## src/rtl/conv_stream_feeder.sv

```systemverilog
// Host-side loader for the convolution accelerator: streams kernel and feature beats
// from linear memory over a valid/ready bus, pads the last group, and checks output order.
module conv_stream_feeder #(
  parameter int FEATURE_MAP_WIDTH  = 128,
  parameter int FEATURE_MAP_HEIGHT = 128,
  parameter int OUTPUT_NB_CHANNELS = 32,
  parameter int DATA_WIDTH         = 16,
  parameter int BUS_WORDS          = 3,
  parameter int KERNEL_BEATS       = 144,
  parameter int FEAT_BEATS         = 6,
  parameter int MEM_AW             = 17
) (
  input  logic                                  clk,
  input  logic                                  rst_in,
  input  logic                                  go,
  input  logic [1:0]                            stride_mode,
  output logic                                  busy,
  output logic                                  done,
  output logic                                  seq_error,
  output logic [MEM_AW-1:0]                     out_count,
  output logic                                  mem_re,
  output logic [MEM_AW-1:0]                     mem_addr,
  input  logic [BUS_WORDS*DATA_WIDTH-1:0]       mem_rdata,
  output logic                                  acc_start,
  input  logic                                  acc_running,
  output logic                                  bus_valid,
  input  logic                                  bus_ready,
  output logic [BUS_WORDS*DATA_WIDTH-1:0]       bus_data,
  input  logic                                  output_valid,
  input  logic [$clog2(FEATURE_MAP_WIDTH)-1:0]  output_x,
  input  logic [$clog2(FEATURE_MAP_HEIGHT)-1:0] output_y,
  input  logic [$clog2(OUTPUT_NB_CHANNELS)-1:0] output_ch
);

  localparam int BDW = BUS_WORDS * DATA_WIDTH;
  localparam logic [MEM_AW-1:0] ONE     = MEM_AW'(1);
  localparam logic [MEM_AW-1:0] KB_LAST = MEM_AW'(KERNEL_BEATS - 1);
  localparam logic [MEM_AW-1:0] KB_W    = MEM_AW'(KERNEL_BEATS);
  localparam logic [MEM_AW-1:0] FB_W    = MEM_AW'(FEAT_BEATS);
  localparam logic [MEM_AW-1:0] FB_LAST = MEM_AW'(FEAT_BEATS - 1);
  localparam logic [MEM_AW-1:0] W_W     = MEM_AW'(FEATURE_MAP_WIDTH);
  localparam logic [MEM_AW-1:0] H_W     = MEM_AW'(FEATURE_MAP_HEIGHT);
  localparam logic [MEM_AW-1:0] BW_W    = MEM_AW'(BUS_WORDS);

  // state   | meaning
  // IDLE    | waiting for a legal go
  // START   | acc_start pulse, first memory read issued
  // KERNEL  | streaming kernel beats
  // FEATURE | streaming feature beats
  // PAD     | sending FEAT_BEATS zero beats
  // DRAIN   | waiting for all outputs and accelerator idle
  // DONE    | one-cycle completion pulse
  typedef enum logic [2:0] {
    S_IDLE, S_START, S_KERNEL, S_FEATURE, S_PAD, S_DRAIN, S_DONE
  } state_t;

  state_t              state_q, state_d;
  logic [MEM_AW-1:0]   stride_q, stride_d;
  logic [MEM_AW-1:0]   total_out_q, total_out_d;
  logic [MEM_AW-1:0]   total_mem_q, total_mem_d;
  logic [MEM_AW-1:0]   rd_addr_q, rd_addr_d;
  logic [MEM_AW-1:0]   beat_idx_q, beat_idx_d;
  logic [1:0]          cnt_q, cnt_d;
  logic                pend_q, pend_d;
  logic                wr_ptr_q, wr_ptr_d;
  logic                rd_ptr_q, rd_ptr_d;
  logic [BDW-1:0]      buf_q [0:1];
  logic [BDW-1:0]      buf_d [0:1];
  logic [MEM_AW-1:0]   ex_q, ex_d;
  logic [MEM_AW-1:0]   ey_q, ey_d;
  logic [MEM_AW-1:0]   k_q, k_d;
  logic [MEM_AW-1:0]   ech_q, ech_d;
  logic [MEM_AW-1:0]   out_count_q, out_count_d;
  logic                seq_error_q, seq_error_d;

  logic                go_ok;
  logic                streaming;
  logic                xfer;
  logic                xfer_stream;
  logic [1:0]          cnt_after;
  logic [BDW-1:0]      head_data;
  logic [MEM_AW-1:0]   n_pos;
  logic [MEM_AW-1:0]   n_out;

  assign busy      = (state_q != S_IDLE) && (state_q != S_DONE);
  assign seq_error = seq_error_q;
  assign out_count = out_count_q;

  always_comb begin
    state_d     = state_q;
    stride_d    = stride_q;
    total_out_d = total_out_q;
    total_mem_d = total_mem_q;
    rd_addr_d   = rd_addr_q;
    beat_idx_d  = beat_idx_q;
    wr_ptr_d    = wr_ptr_q;
    rd_ptr_d    = rd_ptr_q;
    buf_d       = buf_q;
    ex_d        = ex_q;
    ey_d        = ey_q;
    k_d         = k_q;
    ech_d       = ech_q;
    out_count_d = out_count_q;
    seq_error_d = seq_error_q;
    acc_start   = 1'b0;
    done        = 1'b0;

    go_ok = (state_q == S_IDLE) && go && (stride_mode != 2'd3);
    n_pos = (W_W >> stride_mode) * (H_W >> stride_mode);
    n_out = FB_W * n_pos;

    // The skid buffer is bypassed when empty so a beat is presented the cycle it returns.
    streaming   = (state_q == S_KERNEL) || (state_q == S_FEATURE);
    head_data   = (cnt_q != 2'd0) ? buf_q[rd_ptr_q] : mem_rdata;
    bus_valid   = (streaming && ((cnt_q != 2'd0) || pend_q)) || (state_q == S_PAD);
    bus_data    = (streaming && bus_valid) ? head_data : '0;
    xfer        = bus_valid && bus_ready;
    xfer_stream = xfer && streaming;
    cnt_after   = cnt_q + {1'b0, pend_q} - {1'b0, xfer_stream};

    mem_re   = ((state_q == S_START) || streaming) && (rd_addr_q < total_mem_q)
               && (cnt_after <= 2'd1);
    mem_addr = mem_re ? rd_addr_q : '0;
    cnt_d    = cnt_after;
    pend_d   = mem_re;
    if (mem_re) rd_addr_d = rd_addr_q + ONE;
    if (pend_q && !(xfer_stream && (cnt_q == 2'd0))) begin
      buf_d[wr_ptr_q] = mem_rdata;
      wr_ptr_d        = !wr_ptr_q;
    end
    if (xfer_stream && (cnt_q != 2'd0)) rd_ptr_d = !rd_ptr_q;

    case (state_q)
      S_START: begin
        acc_start = 1'b1;
        state_d   = S_KERNEL;
      end
      S_KERNEL: if (xfer) begin
        beat_idx_d = beat_idx_q + ONE;
        if (beat_idx_q == KB_LAST) state_d = S_FEATURE;
      end
      S_FEATURE: if (xfer) begin
        beat_idx_d = beat_idx_q + ONE;
        if (beat_idx_q == total_mem_q - ONE) begin
          state_d    = S_PAD;
          beat_idx_d = '0;
        end
      end
      S_PAD: if (xfer) begin
        beat_idx_d = beat_idx_q + ONE;
        if (beat_idx_q == FB_LAST) state_d = S_DRAIN;
      end
      S_DRAIN: if ((out_count_q == total_out_q) && !acc_running) state_d = S_DONE;
      S_DONE: begin
        done    = 1'b1;
        state_d = S_IDLE;
      end
      default: state_d = S_IDLE;
    endcase

    // Expected output raster: x outer, y inner, FEAT_BEATS channel groups per position.
    if (output_valid) begin
      out_count_d = out_count_q + ONE;
      if ((state_q == S_IDLE) || (state_q == S_DONE) || (out_count_q >= total_out_q)) begin
        seq_error_d = 1'b1;
      end else begin
        if ((MEM_AW'(output_x) != ex_q) || (MEM_AW'(output_y) != ey_q)
            || (MEM_AW'(output_ch) != ech_q))
          seq_error_d = 1'b1;
        if (k_q == FB_LAST) begin
          k_d   = '0;
          ech_d = '0;
          if (ey_q >= H_W - stride_q) begin
            ey_d = '0;
            ex_d = ex_q + stride_q;
          end else begin
            ey_d = ey_q + stride_q;
          end
        end else begin
          k_d   = k_q + ONE;
          ech_d = ech_q + BW_W;
        end
      end
    end

    if (go_ok) begin
      state_d     = S_START;
      stride_d    = ONE << stride_mode;
      total_out_d = n_out;
      total_mem_d = KB_W + n_out;
      rd_addr_d   = '0;
      beat_idx_d  = '0;
      cnt_d       = '0;
      pend_d      = 1'b0;
      wr_ptr_d    = 1'b0;
      rd_ptr_d    = 1'b0;
      ex_d        = '0;
      ey_d        = '0;
      k_d         = '0;
      ech_d       = '0;
      out_count_d = '0;
      seq_error_d = 1'b0;
    end
  end

  always_ff @(posedge clk) begin
    if (rst_in) begin
      state_q     <= S_IDLE;
      stride_q    <= '0;
      total_out_q <= '0;
      total_mem_q <= '0;
      rd_addr_q   <= '0;
      beat_idx_q  <= '0;
      cnt_q       <= '0;
      pend_q      <= 1'b0;
      wr_ptr_q    <= 1'b0;
      rd_ptr_q    <= 1'b0;
      buf_q[0]    <= '0;
      buf_q[1]    <= '0;
      ex_q        <= '0;
      ey_q        <= '0;
      k_q         <= '0;
      ech_q       <= '0;
      out_count_q <= '0;
      seq_error_q <= 1'b0;
    end else begin
      state_q     <= state_d;
      stride_q    <= stride_d;
      total_out_q <= total_out_d;
      total_mem_q <= total_mem_d;
      rd_addr_q   <= rd_addr_d;
      beat_idx_q  <= beat_idx_d;
      cnt_q       <= cnt_d;
      pend_q      <= pend_d;
      wr_ptr_q    <= wr_ptr_d;
      rd_ptr_q    <= rd_ptr_d;
      buf_q       <= buf_d;
      ex_q        <= ex_d;
      ey_q        <= ey_d;
      k_q         <= k_d;
      ech_q       <= ech_d;
      out_count_q <= out_count_d;
      seq_error_q <= seq_error_d;
    end
  end

endmodule

```

## config.mk

```make
export PLATFORM = sky130hd
export DESIGN_NAME = conv_stream_feeder
export DESIGN_NICKNAME = d
export VERILOG_FILES = /design/src/rtl/conv_stream_feeder.sv
export SDC_FILE = /design/constraint.sdc
export NUM_CORES = 1
export LEC_CHECK = 0
export ABC_AREA = 1
export CORE_MARGIN = 2
export CORE_UTILIZATION = 61
export DETAILED_ROUTE_END_ITERATION = 7
export PLACE_DENSITY = 0.95
export RECOVER_POWER = 100
export SLEW_MARGIN = 5
export SYNTH_ARGS = -nofsm -noshare
export SYNTH_HDL_FRONTEND = slang
export SYNTH_SLANG_ARGS = --single-unit
```

## constraint.sdc

```tcl
create_clock -name clk -period 6.8 [get_ports clk]
set_input_delay 1.02 -clock clk [delete_from_list [all_inputs] [get_ports clk]]
set_output_delay 1.02 -clock clk [all_outputs]
set_load 0.02 [all_outputs]
```

==> summary.md <==
| Metric | Value |
|---|---|
| CP arrival | `4.43 ns` |
| Violated checks | `capacitance limit, slew limit` |
| YS warnings | `0` |
| Design area | `15700 µm²` |
| Starting Density | `62.7%` |
| Drt first pass iters | `5` |
| Min Clock Period, post-route | `5.45 ns` |
| Gate Count Post-Synth | `1989` |
| Post-CTS Repair Setup Buffers | `0` |
| CTS sink count | `229` |
| Setup crit end kind | `output pin` |
| R2R cell count | `12` |
| Post-route ant nets | `0` |
| Met1 Wirelength | `15200 µm` |
| Routed wl met3 | `3430 µm` |
| Vias in the first global route | `13400` |
| Post-cts resize count | `0` |
| CP Launch Type | `primary input` |
| Syn Nets | `2115` |
| Slowest CP cell | `dlygate4sd3_1` |
| TritonCTS clock tree | `done` |
| Critical setup path kind | `primary input to output pin` |
| Vias/cell | `5.92` |
| PwrDens | `254 nW/µm²` |
| Placer Congestion | `0.933` |
| P_leak | `6.37 nW` |
| Final setup fails | `0` |
| Drt initial violations | `1309` |
| Slowest stage delay, CP | `0.69 ns` |
| CTS max path bufs | `3` |
| Post-synth EDFFs | `0` |
| Mapped cell area | `13300 µm²` |
| Wirelength, routed | `37600 µm` |
| FF+latch count, synth | `229` |
| Via count | `14100` |
| Post-synth top area cell | `dfxtp_1` |
| Hold Path End | `ey_q[9]` |
| Worst reg2reg endpoint | `buf_q[90]` |
| Crit-path cells | `dlygate4sd3_1 > nand2_1 > a21oi_1 > ha_1 > inv_1 > ha_1 > xor2_1 > xor2_1 > inv_1 > nand2_1 > nor2_1 > dlygate4sd3_1` |
| Share of cells above drive strength 1 | `4.17%` |
| VDD IR-drop max | `0.000193 V` |
| Hold path start | `ey_q[9]` |
| GRT Overall Usage | `32.2%` |
| Pin count of the biggest net entering global routing | `98` |
| Max-capacitance violation count | `5` |
| Area Overhead vs Synth | `18.3%` |
| Fin crit share | `80.2%` |
| Chip width | `151 µm` |
| Crit path max fanout | `20` |
| Setup TNS | `0 ns` |
| Max Slew Vio Count | `255` |
| # H-tree levels | `1` |
| Syn avg cell area | `6.67 µm²` |
| ANT cells | `0` |
| Rows | `53` |
| Clock skew | `0.0107 ns` |
| Post-CTS Hold Buffers | `0` |
| Hold crit path type | `register to register` |
| Worst hold path depth | `2` |
| Core Area | `21200 µm²` |
| CTS Buf Count | `26` |
| Worst-Margin Slew | `2.88 ns` |
| R2R setup slack | `1.69 ns` |
| Netlist cell types | `47` |
| Fillcell total | `1636` |
| Die Y-Extent | `151 µm` |
| FMAX | `183 MHz` |
| Initial antenna violation count | `0` |
| Ys async rst share | `0%` |
| Net count, final | `2220` |
| IO Pins | `163` |
| Worst-Skew Late Latency | `0.54 ns` |
| Primary FF master, synth | `dfxtp_1` |
| Global route total overflow | `0` |
| Global-route wire length before repair | `61800 µm` |
| Status | `finished, violations left` |
| Area of placed instances | `14800 µm²` |
| Hold Fails Final Rpt | `0` |
| IO Port Bufs | `162` |
| Die area | `22900 µm²` |
| CP required | `5.78 ns` |
| CTS clk-pin slew, worst paths | `0.05 ns` |
| RSZ-0062 raised after global routing | `false` |
| Post-DP HPWL | `24700 µm` |
| DR WL met2 | `17700 µm` |
| WL per Instance | `15.8 µm` |
| Root buffer cell | `clkbuf_16` |
| Max Used Layer | `met4` |
| Drt drc | `0` |
| Post-synthesis sequential area ratio | `34.6%` |
| Slew HR | `-92.0%` |
| Synth top area cells | `dfxtp_1 35%, nand2_1 13%, nor2_1 8.2%, nand3_1 5.8%, a21oi_1 5.1%` |
| Area share of the largest cell type after synthesis | `34.6%` |
| Worst r2r src | `cnt_q[1]` |
power by group:
| part | switching [mW] | total, mW | internal, mW |
|---|---|---|---|
| Clock | 0.575 | 1.52 | 0.942 |
| Sequential | 0.0613 | 1.48 | 1.42 |
| Combinational | 0.683 | 0.992 | 0.309 |
| Total | 1.32 | 3.99 | 2.67 |
metrics by stage:
stage,power (mW),instances,worst slack (ns),util (%),hold slack (ns)
finish,3.99,2385,1.35,74.2,0.440
CTS,4.00,2385,1.71,74.5,0.439
floorplan,2.20,1989,3.02,-,0.418
global placement,2.46,2341,1.82,70.2,0.427
global route,4.16,2385,1.03,74.2,0.450
detailed placement,2.49,2341,1.73,70.2,0.429
cell usage after synthesis, types with 5 or more instances:
library cell  count
a21oi_1         134
a21oi_2          10
a31oi_1          49
buf_1             5
buf_2            23
buf_4             5
buf_6             5
clkbuf_1         56
dfxtp_1         229
ha_1             49
inv_1           153
inv_2             8
nand2_1         443
nand2_2          14
nand3_1         154
nand4_1          55
nor2_1          289
nor3_1           62
o21ai_0         113
o21ai_1           9
or2_2             7
xnor2_1          19
xor2_1           58
critical path, delay by kind of cell:
family | cells | cell delay [ns]
buffers and inverters | 4 | 1.41
AND/OR/NAND/NOR | 3 | 0.84
XOR/XNOR | 2 | 0.47
adder cells (fa/ha/maj) | 2 | 0.42
AO/OA/AOI/OAI | 1 | 0.27
registers in the layout, indices dropped and copies added (netlist names):
signal	cells
rd_ptr_q	1
total_mem_q	2
total_out_q	2
stride_q	1
cnt_q	2
rd_addr_q	17
state_q	3
ey_q	17
out_count	17
ex_q	17
ech_q	17
seq_error	1
buf_q	96
beat_idx_q	17
k_q	17
pend_q	1
wr_ptr_q	1
worst max-delay path by stage:
stage | from | end | slack, ns | depth (start not counted)
after global routing | rst_in | k_q[7] | 1.03 | 10
after detailed placement | bus_ready | mem_addr[4] | 1.73 | 12
final | bus_ready | mem_addr[4] | 1.35 | 12
after floorplan | bus_ready | mem_addr[10] | 3.02 | 11
after global placement | bus_ready | mem_addr[0] | 1.82 | 12
after CTS | bus_ready | mem_addr[4] | 1.71 | 12
cells by family (layout without fill, tap and decap cells):
| kind of cell | count (synthesis) | after routing | share of synthesized area (%) |
|---|---|---|---|
| XOR/XNOR | 77 | 77 | 5.08 |
| AND/OR/NAND/NOR | 1040 | 1040 | 33.5 |
| flip-flops | 229 | 229 | 34.6 |
| adder cells (fa/ha/maj) | 51 | 51 | 4.92 |
| buffers and inverters | 258 | 379 | 8.07 |
| AO/OA/AOI/OAI | 334 | 334 | 13.9 |
area by class of cell:
cell class | count | area (µm²) | area share (%)
Tap cell | 275 | 344 | 2.19
Sequential cell | 229 | 4580 | 29.2
Inverter | 163 | 612 | 3.90
Clock buffer | 34 | 731 | 4.66
Timing Repair Buffer | 172 | 1680 | 10.7
Multi-Input combinational cell | 1502 | 7550 | 48.1
Clock inverter | 10 | 193 | 1.23
placed cells by master, fill, tap and decap left out, types with 7 or more instances in the layout:
cell type and instances:
a21oi_1 141, clkdlybuf4s50_1 74, nor3_1 62, xnor2_1 19, nand2_1 448, xor2_1 58, nor2_1 289, buf_4 8
nand4_1 55, or2_2 7, o21ai_0 119, clkbuf_16 26, a31oi_1 49, dlygate4sd3_1 87, ha_1 49, nand2_2 12
inv_1 155, inv_2 7, nand3_1 154, dfxtp_1 229
metal layers:
layer  up-vias  global-route usage, %
met5         -                      0
met4         0                   13.5
met3       114                   6.59
met2       680                   53.3
met1      6548                   40.9
li1       6770                      -
No activity file was read; power rests on OpenSTA's default activity.
